### src/rtl/regfile_scoreboard.sv
// regfile_scoreboard
//
// Parametrised register file for the CPU datapath. It has two registered read
// ports with write-first bypass, an optional hard-wired zero register, and a
// per-register pending (scoreboard) bit that decode uses to stall on
// registers whose producer has not yet written back.
//
// Parameters:
//   DATA_W    width of each register and of the data ports
//   ADDR_W    address width; depth is 2**ADDR_W
//   RESET_VAL reset value of every register (truncated/zero-extended)
//   ZERO_REG  1: register 0 reads 0 and ignores writes and claims
//
// Ports:
//   clk                      rising-edge clock
//   reset                    asynchronous, active-low reset
//   write_en/adr/data        write port; the value is visible to a same-edge read
//   read_en                  samples both read ports at the edge
//   read_adr1/2              read addresses
//   read_data1/2             registered read data; holds while read_en is 0
//   read_valid               high for one cycle after each read_en edge
//   busy1/2                  registered pending flag of the register read
//   claim_en/claim_adr       marks a register pending
//   pending                  current pending bit per register (bit i = reg i)
//
// Read handshake: there is no back-pressure. A read presented with read_en=1
// at an edge is always accepted. Its result appears with read_valid=1 for
// exactly the following cycle. busy1/busy2 are meaningful only while
// read_valid=1. Writes and claims are likewise accepted every cycle.

module regfile_scoreboard #(
  parameter int          DATA_W    = 16,
  parameter int          ADDR_W    = 2,
  parameter int unsigned RESET_VAL = 0,
  parameter bit          ZERO_REG  = 1'b0
) (
  input  logic                     clk,
  input  logic                     reset,
  input  logic                     write_en,
  input  logic [ADDR_W-1:0]        write_adr,
  input  logic [DATA_W-1:0]        write_data,
  input  logic                     read_en,
  input  logic [ADDR_W-1:0]        read_adr1,
  input  logic [ADDR_W-1:0]        read_adr2,
  output logic [DATA_W-1:0]        read_data1,
  output logic [DATA_W-1:0]        read_data2,
  output logic                     read_valid,
  output logic                     busy1,
  output logic                     busy2,
  input  logic                     claim_en,
  input  logic [ADDR_W-1:0]        claim_adr,
  output logic [(1<<ADDR_W)-1:0]   pending
);

  localparam int DEPTH = 1 << ADDR_W;
  localparam logic [DATA_W-1:0] RST_DATA = DATA_W'(RESET_VAL);

  logic [DATA_W-1:0] mem [DEPTH];
  logic [DEPTH-1:0]  pending_nxt;
  logic              wr_ok;
  logic [DATA_W-1:0] rd1_nxt;
  logic [DATA_W-1:0] rd2_nxt;

  // Writes to the hard-wired zero register are dropped.
  assign wr_ok = write_en && !(ZERO_REG && (write_adr == '0));

  // The clear is applied before the claim, so a claim and a write to the same
  // register at one edge leave the bit set: the new producer wins.
  always_comb begin
    pending_nxt = pending;
    if (write_en) pending_nxt[write_adr] = 1'b0;
    if (claim_en) pending_nxt[claim_adr] = 1'b1;
    if (ZERO_REG) pending_nxt[0] = 1'b0;
  end

  // Write-first bypass: a same-edge write to the read address wins over the
  // stored contents, except for the zero register.
  always_comb begin
    rd1_nxt = mem[read_adr1];
    rd2_nxt = mem[read_adr2];
    if (wr_ok && (write_adr == read_adr1)) rd1_nxt = write_data;
    if (wr_ok && (write_adr == read_adr2)) rd2_nxt = write_data;
    if (ZERO_REG && (read_adr1 == '0)) rd1_nxt = '0;
    if (ZERO_REG && (read_adr2 == '0)) rd2_nxt = '0;
  end

  always_ff @(posedge clk or negedge reset) begin
    if (!reset) begin
      for (int i = 0; i < DEPTH; i++) begin
        mem[i] <= (ZERO_REG && (i == 0)) ? '0 : RST_DATA;
      end
      read_data1 <= '0;
      read_data2 <= '0;
      read_valid <= 1'b0;
      busy1      <= 1'b0;
      busy2      <= 1'b0;
      pending    <= '0;
    end else begin
      if (wr_ok) mem[write_adr] <= write_data;
      pending    <= pending_nxt;
      read_valid <= read_en;
      if (read_en) begin
        read_data1 <= rd1_nxt;
        read_data2 <= rd2_nxt;
        // busy reports the pending state after this edge's clear/claim.
        busy1      <= pending_nxt[read_adr1];
        busy2      <= pending_nxt[read_adr2];
      end
    end
  end

endmodule

### config.mk
export PLATFORM = sky130hd
export DESIGN_NAME = regfile_scoreboard
export DESIGN_NICKNAME = d
export VERILOG_FILES = /design/src/rtl/regfile_scoreboard.sv
export SDC_FILE = /design/constraint.sdc
export NUM_CORES = 1
export LEC_CHECK = 0
export ABC_AREA = 0
export BUFFER_PORTS_ARGS = -buffer_cell sky130_fd_sc_hd__buf_4
export CORE_UTILIZATION = 35
export DETAILED_ROUTE_END_ITERATION = 7
export PLACE_DENSITY_LB_ADDON = 0.08
export RECOVER_POWER = 100
export SLEW_MARGIN = 0
export SYNTH_ARGS = -nofsm -noshare
export SYNTH_HDL_FRONTEND = slang
export SYNTH_SLANG_ARGS = --single-unit
### constraint.sdc
create_clock -name clk -period 1.3 [get_ports clk]
set_clock_uncertainty 0.05 [all_clocks]
set_input_delay 0.065 -clock clk [delete_from_list [all_inputs] [get_ports clk]]
set_output_delay 0.065 -clock clk [all_outputs]
set_load 0.1 [all_outputs]
==> impl_metrics.prom, run 1 <==
# TYPE chip_impl_metric gauge
chip_impl_metric{name="numCtsBuffers",unit=""} 9
chip_impl_metric{name="setup-violations-final",unit=""} 35
chip_impl_metric{name="tightestPinTransition",unit="ns"} 0.7840
chip_impl_metric{name="grt_antenna_before_repair",unit=""} 0
chip_impl_metric{name="track_usage",unit="%"} 19.04
chip_impl_metric{name="post_cts_resize_count",unit=""} 0
chip_impl_metric{name="die_h",unit="µm"} 121.0
chip_impl_metric{name="synth_cells",unit=""} 326
chip_impl_info{name="synthTopCellsByCount",value="sky130_fd_sc_hd__dfrtp_1 (103), sky130_fd_sc_hd__mux2_2 (61), sky130_fd_sc_hd__a221o_1 (32), sky130_fd_sc_hd__mux4_2 (32), sky130_fd_sc_hd__nor2b_1 (32)"} 1
chip_impl_metric{name="number_of_synthesized_flops_with_an_enable_pin",unit=""} 0
chip_impl_metric{name="first_global_vias",unit=""} 3532
chip_impl_metric{name="synth.lib_cells_used.distinct",unit=""} 23
chip_impl_metric{name="area.growth.synth_to_final",unit="%"} 28.80
chip_impl_metric{name="post_synth_instance_area",unit="µm²"} 4957
chip_impl_metric{name="ys.warnings.count",unit=""} 0
chip_impl_metric{name="fp.dieArea",unit="µm²"} 14640
chip_impl_metric{name="fin_tns_setup",unit="ns"} -0.6924
chip_impl_metric{name="filler_cell_count",unit=""} 1237
chip_impl_metric{name="drt_wl_total",unit="µm"} 12780
chip_impl_metric{name="post_synth.cell_area_avg",unit="µm²"} 15.21
chip_impl_metric{name="crit_path_max_fanout",unit=""} 3
chip_impl_metric{name="drt_iter0_drc",unit=""} 203
chip_impl_metric{name="yosys_register_bits",unit=""} 103
chip_impl_metric{name="layout_min_cycle_time",unit="ns"} 1.345
chip_impl_info{name="rsz0062_at_grt",value="yes"} 1
chip_impl_metric{name="post-route-util",unit="%"} 46.18
chip_impl_metric{name="timing.final.ws_setup",unit="ns"} -0.04470
chip_impl_metric{name="clkTransAtPathRegs",unit="ns"} 0.07
chip_impl_metric{name="async_reset_ff_share",unit="%"} 100.0
chip_impl_metric{name="synth_top_area_share",unit="%"} 51.99
chip_impl_metric{name="vdd_drop_max",unit="mV"} 0.6424
chip_impl_metric{name="final_nets",unit=""} 458
chip_impl_metric{name="drive_gt1_share",unit="%"} 55.30
chip_impl_metric{name="ys_seq_area_share",unit="%"} 51.99
chip_impl_metric{name="grt-ovfl-total",unit=""} 0
chip_impl_metric{name="final_min_period_over_clock_period",unit="%"} 103.4
chip_impl_info{name="synth_most_common_cell",value="sky130_fd_sc_hd__dfrtp_1"} 1
chip_impl_metric{name="initial_core_util",unit="%"} 35.85
chip_impl_metric{name="worst_setup_slack_after_placement",unit="ns"} -0.09787
chip_impl_metric{name="timing.slew.headroom",unit="%"} 47.73
chip_impl_metric{name="grt_max_degree",unit=""} 35
chip_impl_metric{name="numClockSinks",unit=""} 103
chip_impl_info{name="clock_tree_from_tritoncts",value="built"} 1
chip_impl_info{name="outcome",value="finished with violations"} 1
chip_impl_metric{name="first_pass_iters",unit=""} 4
chip_impl_metric{name="clk_path_buf_depth",unit=""} 2
chip_impl_metric{name="leakage",unit="nW"} 2.632
chip_impl_metric{name="die_width",unit="µm"} 121.0
chip_impl_metric{name="dp.cells",unit=""} 578
chip_impl_metric{name="fmax",unit="MHz"} 743.7
chip_impl_metric{name="cp_data_arrival_time",unit="ns"} 1.53
chip_impl_metric{name="cap_violations",unit=""} 0
chip_impl_metric{name="floorplan.rows",unit=""} 43
chip_impl_metric{name="num_io_pins",unit=""} 68
chip_impl_info{name="crit_type",value="reg -> reg"} 1
chip_impl_metric{name="floorplan.core_area",unit="µm²"} 13830
chip_impl_metric{name="ant_nets",unit=""} 0
chip_impl_info{name="top_flip_flop_cell_by_instance_count_after_synthesis",value="sky130_fd_sc_hd__dfrtp_1"} 1
chip_impl_info{name="cp-start-kind",value="register"} 1
chip_impl_metric{name="antenna_cells",unit=""} 0
chip_impl_info{name="failing_checks",value="setup timing"} 1
chip_impl_metric{name="insertion_delay",unit="ns"} 0.35
chip_impl_metric{name="drc",unit=""} 0
chip_impl_info{name="cts-root-buf",value="sky130_fd_sc_hd__clkbuf_16"} 1
chip_impl_metric{name="max_transition_viols_final",unit=""} 0
chip_impl_metric{name="detailed_placement_wirelength_estimate",unit="µm"} 8262
chip_impl_info{name="netlist_top_cells_area",value="sky130_fd_sc_hd__dfrtp_1 (52%), sky130_fd_sc_hd__mux4_2 (15%), sky130_fd_sc_hd__mux2_2 (14%), sky130_fd_sc_hd__a221o_1 (6.5%), sky130_fd_sc_hd__nor2b_1 (4.0%)"} 1
chip_impl_metric{name="number_of_hold_slack_violations_in_the_final_timing_report",unit=""} 0
chip_impl_metric{name="crit_required",unit="ns"} 1.48
chip_impl_metric{name="rrSetupSlack",unit="ns"} -0.04
chip_impl_info{name="hold_class",value="in -> reg"} 1
chip_impl_info{name="synthDominantAreaCellType",value="sky130_fd_sc_hd__dfrtp_1"} 1
chip_impl_metric{name="syn-num-nets",unit=""} 355
chip_impl_info{name="endpoint_kind",value="register"} 1
chip_impl_metric{name="dr_total_vias",unit=""} 3343
chip_impl_metric{name="routed_wire_length_per_instance",unit="µm"} 20.81
chip_impl_metric{name="place_congestion",unit=""} 0.7010
chip_impl_metric{name="first_pass_grt_wire_length",unit="µm"} 20330
chip_impl_metric{name="power_density",unit="nW/µm²"} 1725
chip_impl_metric{name="layoutNonFillerInstCount",unit=""} 614
chip_impl_metric{name="cts.htree.levels",unit=""} 3
chip_impl_metric{name="port_buffers",unit=""} 67
chip_impl_metric{name="route.detailed.vias_per_inst",unit=""} 5.445
kinds of logic (layout without fill, tap and decap cells):
group / count (synthesis) / after routing / synth area share (%)
AO/OA/AOI/OAI: 42 / 42 / 8.329
XOR/XNOR: 4 / 4 / 0.7066
buffers and inverters: 29 / 137 / 3.306
flip-flops: 103 / 103 / 51.99
multiplexers: 96 / 96 / 29.08
AND/OR/NAND/NOR: 52 / 52 / 6.588
power breakdown:
part	total, mW	internal, mW	switching (mW)
Clock	2.63	1.46	1.17
Combinational	4.08	1.41	2.67
Sequential	4.30	3.89	0.414
Total	11.0	6.76	4.26
cells in the final DEF (no fill, tap or decap), types with 4 or more instances in the layout:
master / n
sky130_fd_sc_hd__nor3_1: 6
sky130_fd_sc_hd__clkbuf_16: 9
sky130_fd_sc_hd__nand3b_1: 4
sky130_fd_sc_hd__clkbuf_4: 39
sky130_fd_sc_hd__nand2_1: 4
sky130_fd_sc_hd__inv_1: 4
sky130_fd_sc_hd__clkbuf_1: 6
sky130_fd_sc_hd__buf_4: 35
sky130_fd_sc_hd__dfrtp_1: 66
sky130_fd_sc_hd__mux2_2: 61
sky130_fd_sc_hd__a221o_1: 32
sky130_fd_sc_hd__mux4_2: 32
sky130_fd_sc_hd__clkbuf_2: 6
sky130_fd_sc_hd__dfrtp_2: 36
sky130_fd_sc_hd__o2bb2ai_1: 4
sky130_fd_sc_hd__dlygate4sd3_1: 20
sky130_fd_sc_hd__xnor2_1: 4
sky130_fd_sc_hd__nor2b_1: 32
sky130_fd_sc_hd__buf_12: 9
final timing paths:
| path | startpoint | to | depth (start not counted) |
|---|---|---|---|
| setup / recovery | mem[62] | read_data1[14] | 2 |
| hold / removal | write_en | pending[2] | 3 |
| setup reg to reg | mem[62] | read_data1[14] | 2 |
| hold reg to reg | mem[58] | mem[58] | 1 |
| max in group asynchronous | reset | pending[0] | 3 |
| min in group asynchronous | reset | read_data2[0] | 2 |
routing by layer:
layer | vias to the layer above | track usage, % | part of all wire [%]
met3 | 13 | 3.430 | 3.9
met5 | - | 0 | 0
met1 | 1769 | 25.12 | 46
met4 | 0 | 8.102 | 1.4
li1 | 1479 | - | -
met2 | 82 | 30.79 | 48
stage by stage:
| step | cell area, µm² | power [mW] | hold slack (ns) |
|---|---|---|---|
| after floorplan | 5014 | 7.406 | -0.2806 |
| after global placement | 5986 | 8.430 | -0.02098 |
| after detailed placement | 5986 | 8.489 | -0.01423 |
| after CTS | 6474 | 11.19 | 0.1439 |
| after global routing | 6385 | 11.53 | 0.1899 |
| final | 6385 | 11.02 | 0.1622 |
area by class of cell:
class	count	area [µm²]	share of cell area [%]
clock inverters	2	13.76	0.2156
well taps	180	225.2	3.527
multi-input cells	194	2210	34.61
repair buffers	117	1021	15.99
inverters	4	15.01	0.2352
flip-flops and latches	103	2626	41.13
clock buffers	14	274.0	4.292
sequential cells by signal, summed over array words and instances (netlist names):
register    flops
mem            64
pending         4
busy1           1
read_data2     16
read_valid      1
busy2           1
read_data1     16
repair_timing:
| item | CTS | global route |
|---|---|---|
| setup endpoints to repair | 32 | 33 |
| pin swaps | 0 | 1 |
| hold endpoints to repair | 199 | 0 |
| setup buffers | 0 | 0 |
| hold buffers | 20 | 0 |
critical path: stages (launching register included):
cell	delay (ns)
sky130_fd_sc_hd__dfrtp_1	0.40
sky130_fd_sc_hd__mux4_2	0.46
sky130_fd_sc_hd__a221o_1	0.32
Power figures use the tool's default switching activity.
==> inputs of run 2 (changes only) <==
--- a/config.mk
+++ b/config.mk
@@ -9,8 +9,10 @@
 export BUFFER_PORTS_ARGS = -buffer_cell sky130_fd_sc_hd__buf_4
 export CORE_UTILIZATION = 35
 export DETAILED_ROUTE_END_ITERATION = 7
+export GPL_TIMING_DRIVEN = 0
 export PLACE_DENSITY_LB_ADDON = 0.08
 export RECOVER_POWER = 100
+export REMOVE_ABC_BUFFERS = 1
 export SLEW_MARGIN = 0
 export SYNTH_ARGS = -nofsm -noshare
 export SYNTH_HDL_FRONTEND = slang
==> run 2 against run 1 <==
  * The run still ends with setup timing left
  * Non-clock buffer count down 15
  * Largest power group unchanged
  * Clock power down 8.7%
  * Fmax about the same
  * Critical endpoint is now read_data2[14]
  * Combinational power down 1%
  * Cell area down 4.5%
  * Via count down 3.4%
  * Critical path type unchanged
  * Worst setup slack better by 0.00087 ns
  * Hold slack worse by 0.13 ns
  * Global-route usage down 0.12 points
  * Sequential share of layout area up 1.1 points
  * Total power down 3.2%
==> impl_metrics.prom, run 2 (synthesis results as in run 1) <==
# TYPE chip_impl_metric gauge
chip_impl_metric{name="routed_wire_length_per_instance",unit="µm"} 21.40
chip_impl_metric{name="initial_core_util",unit="%"} 35.85
chip_impl_metric{name="drive_gt1_share",unit="%"} 42.93
chip_impl_metric{name="intPower",unit="mW"} 6.465
chip_impl_metric{name="num_io_pins",unit=""} 68
chip_impl_metric{name="floorplan.core_area",unit="µm²"} 13830
chip_impl_metric{name="fmax",unit="MHz"} 744.1
chip_impl_metric{name="floorplan.rows",unit=""} 43
chip_impl_metric{name="final_nets",unit=""} 443
chip_impl_metric{name="cts.htree.levels",unit=""} 3
chip_impl_metric{name="filler_cell_count",unit=""} 1283
chip_impl_metric{name="detailed_placement_wirelength_estimate",unit="µm"} 7031
chip_impl_metric{name="drt_iter0_drc",unit=""} 156
chip_impl_metric{name="port_buffers",unit=""} 67
chip_impl_metric{name="clkTransAtPathRegs",unit="ns"} 0.07
chip_impl_metric{name="fin_tns_setup",unit="ns"} -0.7069
chip_impl_info{name="outcome",value="finished with violations"} 1
chip_impl_metric{name="ant_nets",unit=""} 0
chip_impl_metric{name="first_global_vias",unit=""} 3435
chip_impl_metric{name="tightestPinTransition",unit="ns"} 0.5714
chip_impl_metric{name="numCtsBuffers",unit=""} 9
chip_impl_metric{name="crit_path_max_fanout",unit=""} 3
chip_impl_metric{name="numClockSinks",unit=""} 103
chip_impl_metric{name="fp.dieArea",unit="µm²"} 14640
chip_impl_metric{name="worst_setup_slack_after_placement",unit="ns"} -0.9800
chip_impl_info{name="rsz0062_at_grt",value="yes"} 1
chip_impl_info{name="cp-start-kind",value="register"} 1
chip_impl_metric{name="cp_data_arrival_time",unit="ns"} 1.52
chip_impl_info{name="cp_cell_sequence",value="mux4_2, a221o_1"} 1
chip_impl_metric{name="cap_violations",unit=""} 0
chip_impl_metric{name="worst-path-buf-inv",unit=""} 0
chip_impl_info{name="largest_registers",value="mem (64), read_data1 (16), read_data2 (16)"} 1
chip_impl_info{name="failing_checks",value="setup timing"} 1
chip_impl_metric{name="max_transition_viols_final",unit=""} 0
chip_impl_metric{name="rrSetupSlack",unit="ns"} -0.04
chip_impl_metric{name="route.detailed.vias_per_inst",unit=""} 5.409
chip_impl_metric{name="crit_required",unit="ns"} 1.48
chip_impl_metric{name="comb_power_share",unit="%"} 37.8
chip_impl_metric{name="clk_path_buf_depth",unit=""} 2
chip_impl_metric{name="antenna_cells",unit=""} 0
chip_impl_metric{name="multiInputGateArea",unit="µm²"} 2240
chip_impl_metric{name="area.growth.synth_to_final",unit="%"} 22.97
chip_impl_info{name="cts-root-buf",value="sky130_fd_sc_hd__clkbuf_16"} 1
chip_impl_info{name="clock_tree_from_tritoncts",value="built"} 1
chip_impl_metric{name="final_min_period_over_clock_period",unit="%"} 103.4
chip_impl_metric{name="layout_min_cycle_time",unit="ns"} 1.344
chip_impl_metric{name="place_congestion",unit=""} 0.7122
chip_impl_info{name="hold_class",value="in -> reg"} 1
chip_impl_metric{name="dr_total_vias",unit=""} 3229
chip_impl_metric{name="p_sw_share",unit="%"} 39.39
chip_impl_metric{name="vdd_drop_max",unit="mV"} 1.119
chip_impl_metric{name="seqCellArea",unit="µm²"} 2577
chip_impl_metric{name="timing.slew.headroom",unit="%"} 61.91
chip_impl_info{name="critical-path-top-delay-family",value="multiplexers"} 1
chip_impl_metric{name="post_dp_cell_area",unit="µm²"} 5537
chip_impl_metric{name="drt_wl_total",unit="µm"} 12780
chip_impl_metric{name="power_density",unit="nW/µm²"} 1750
chip_impl_metric{name="power.sequential.fraction",unit="%"} 39.7
chip_impl_metric{name="grt-ovfl-total",unit=""} 0
chip_impl_metric{name="layout.cell_area.non_filler",unit="µm²"} 6096
chip_impl_metric{name="die_h",unit="µm"} 121.0
chip_impl_info{name="most-common-layout-cells",value="sky130_fd_sc_hd__dfrtp_1 (103), sky130_fd_sc_hd__mux2_2 (61), sky130_fd_sc_hd__clkbuf_4 (39)"} 1
chip_impl_metric{name="timing.critical_path.slowest_cell_delay",unit="ns"} 0.48
chip_impl_metric{name="timing.final.ws_setup",unit="ns"} -0.04383
chip_impl_metric{name="first_pass_grt_wire_length",unit="µm"} 19880
chip_impl_metric{name="clock_power_share",unit="%"} 22.5
chip_impl_info{name="crit_type",value="reg -> reg"} 1
chip_impl_metric{name="holdWs",unit="ns"} 0.03409
chip_impl_metric{name="die_width",unit="µm"} 121.0
chip_impl_info{name="layout.cells.most_common",value="sky130_fd_sc_hd__dfrtp_1"} 1
chip_impl_metric{name="track_usage",unit="%"} 18.93
chip_impl_metric{name="number_of_hold_slack_violations_in_the_final_timing_report",unit=""} 0
chip_impl_metric{name="first_pass_iters",unit=""} 6
chip_impl_info{name="endpoint_kind",value="register"} 1
chip_impl_metric{name="insertion_delay",unit="ns"} 0.34
chip_impl_metric{name="grt_max_degree",unit=""} 104
chip_impl_info{name="critical-path-slowest-cell",value="sky130_fd_sc_hd__mux4_2"} 1
chip_impl_metric{name="drc",unit=""} 0
chip_impl_metric{name="power.net_switching",unit="mW"} 4.202
chip_impl_metric{name="setup-violations-final",unit=""} 32
chip_impl_metric{name="largest_register_ffs",unit=""} 64
chip_impl_metric{name="leakage",unit="nW"} 2.525
chip_impl_metric{name="grt_antenna_before_repair",unit=""} 0
chip_impl_info{name="largest_register_by_flop_count",value="mem"} 1
[run 2: cell types whose count changed in the layout (fill, tap and decap cells not counted), sizes merged]
cell         before  now
buf              48   27
clkbuf           63   68
dlygate4sd3      20   19
[run 2: final timing paths]
path                           from              to  depth (start not counted)
setup / recovery            mem[14]  read_data2[14]                          2
hold / removal             claim_en      pending[1]                          3
setup reg to reg            mem[14]  read_data2[14]                          2
hold reg to reg             mem[58]         mem[58]                          1
max in group asynchronous     reset      read_valid                          3
min in group asynchronous     reset   read_data1[8]                          2
[run 2: power groups by stage]
stage	logic, mW	registers (mW)	clock network (mW)
2_1_floorplan	1.17	6.08	0
3_3_place_gp	3.98	4.27	0
3_5_place_dp	4.00	4.29	0
4_1_cts	4.11	4.24	2.51
5_1_grt	4.22	4.33	2.62
6_report	4.03	4.23	2.40
[run 2: timing repair]
action / in CTS / in global routing
pin swaps: 0 / 2
gates resized for setup: 7 / 1
endpoints found under the setup margin: 102 / 34
endpoints found under the hold margin: 98 / 35
hold buffers: 18 / 1
setup buffers: 15 / 0
[run 2: stage by stage]
stage	utilization, %	power, mW	cells
2_1_floorplan	-	7.255	301
3_3_place_gp	40.04	8.246	548
3_5_place_dp	40.04	8.292	548
4_1_cts	44.32	10.86	595
5_1_grt	44.09	11.17	597
6_report	44.09	10.67	597
[run 2: metal layers]
metal	global-route usage [%]	up-vias	part of all wire, %	wire (µm)
li1	-	1446	-	-
met1	25.69	1696	47	6022
met2	30.68	78	48	6128
met3	4.558	9	3.8	488
met4	4.167	0	1.1	138
met5	0	-	0	0
[run 2: final cells by class]
cell class	count	share of cell area [%]
clock buffers	12	3.879
flip-flops and latches	103	42.28
repair buffers	102	12.99
inverters	4	0.2463
multi-input cells	194	36.74
clock inverters	2	0.1642
well taps	180	3.695
[run 2: worst min-delay path, delay by kind of cell]
kind	cells	cell delay [ns]
buf+inv	1	0.13
compound gates	1	0.11
simple gates	1	0.06
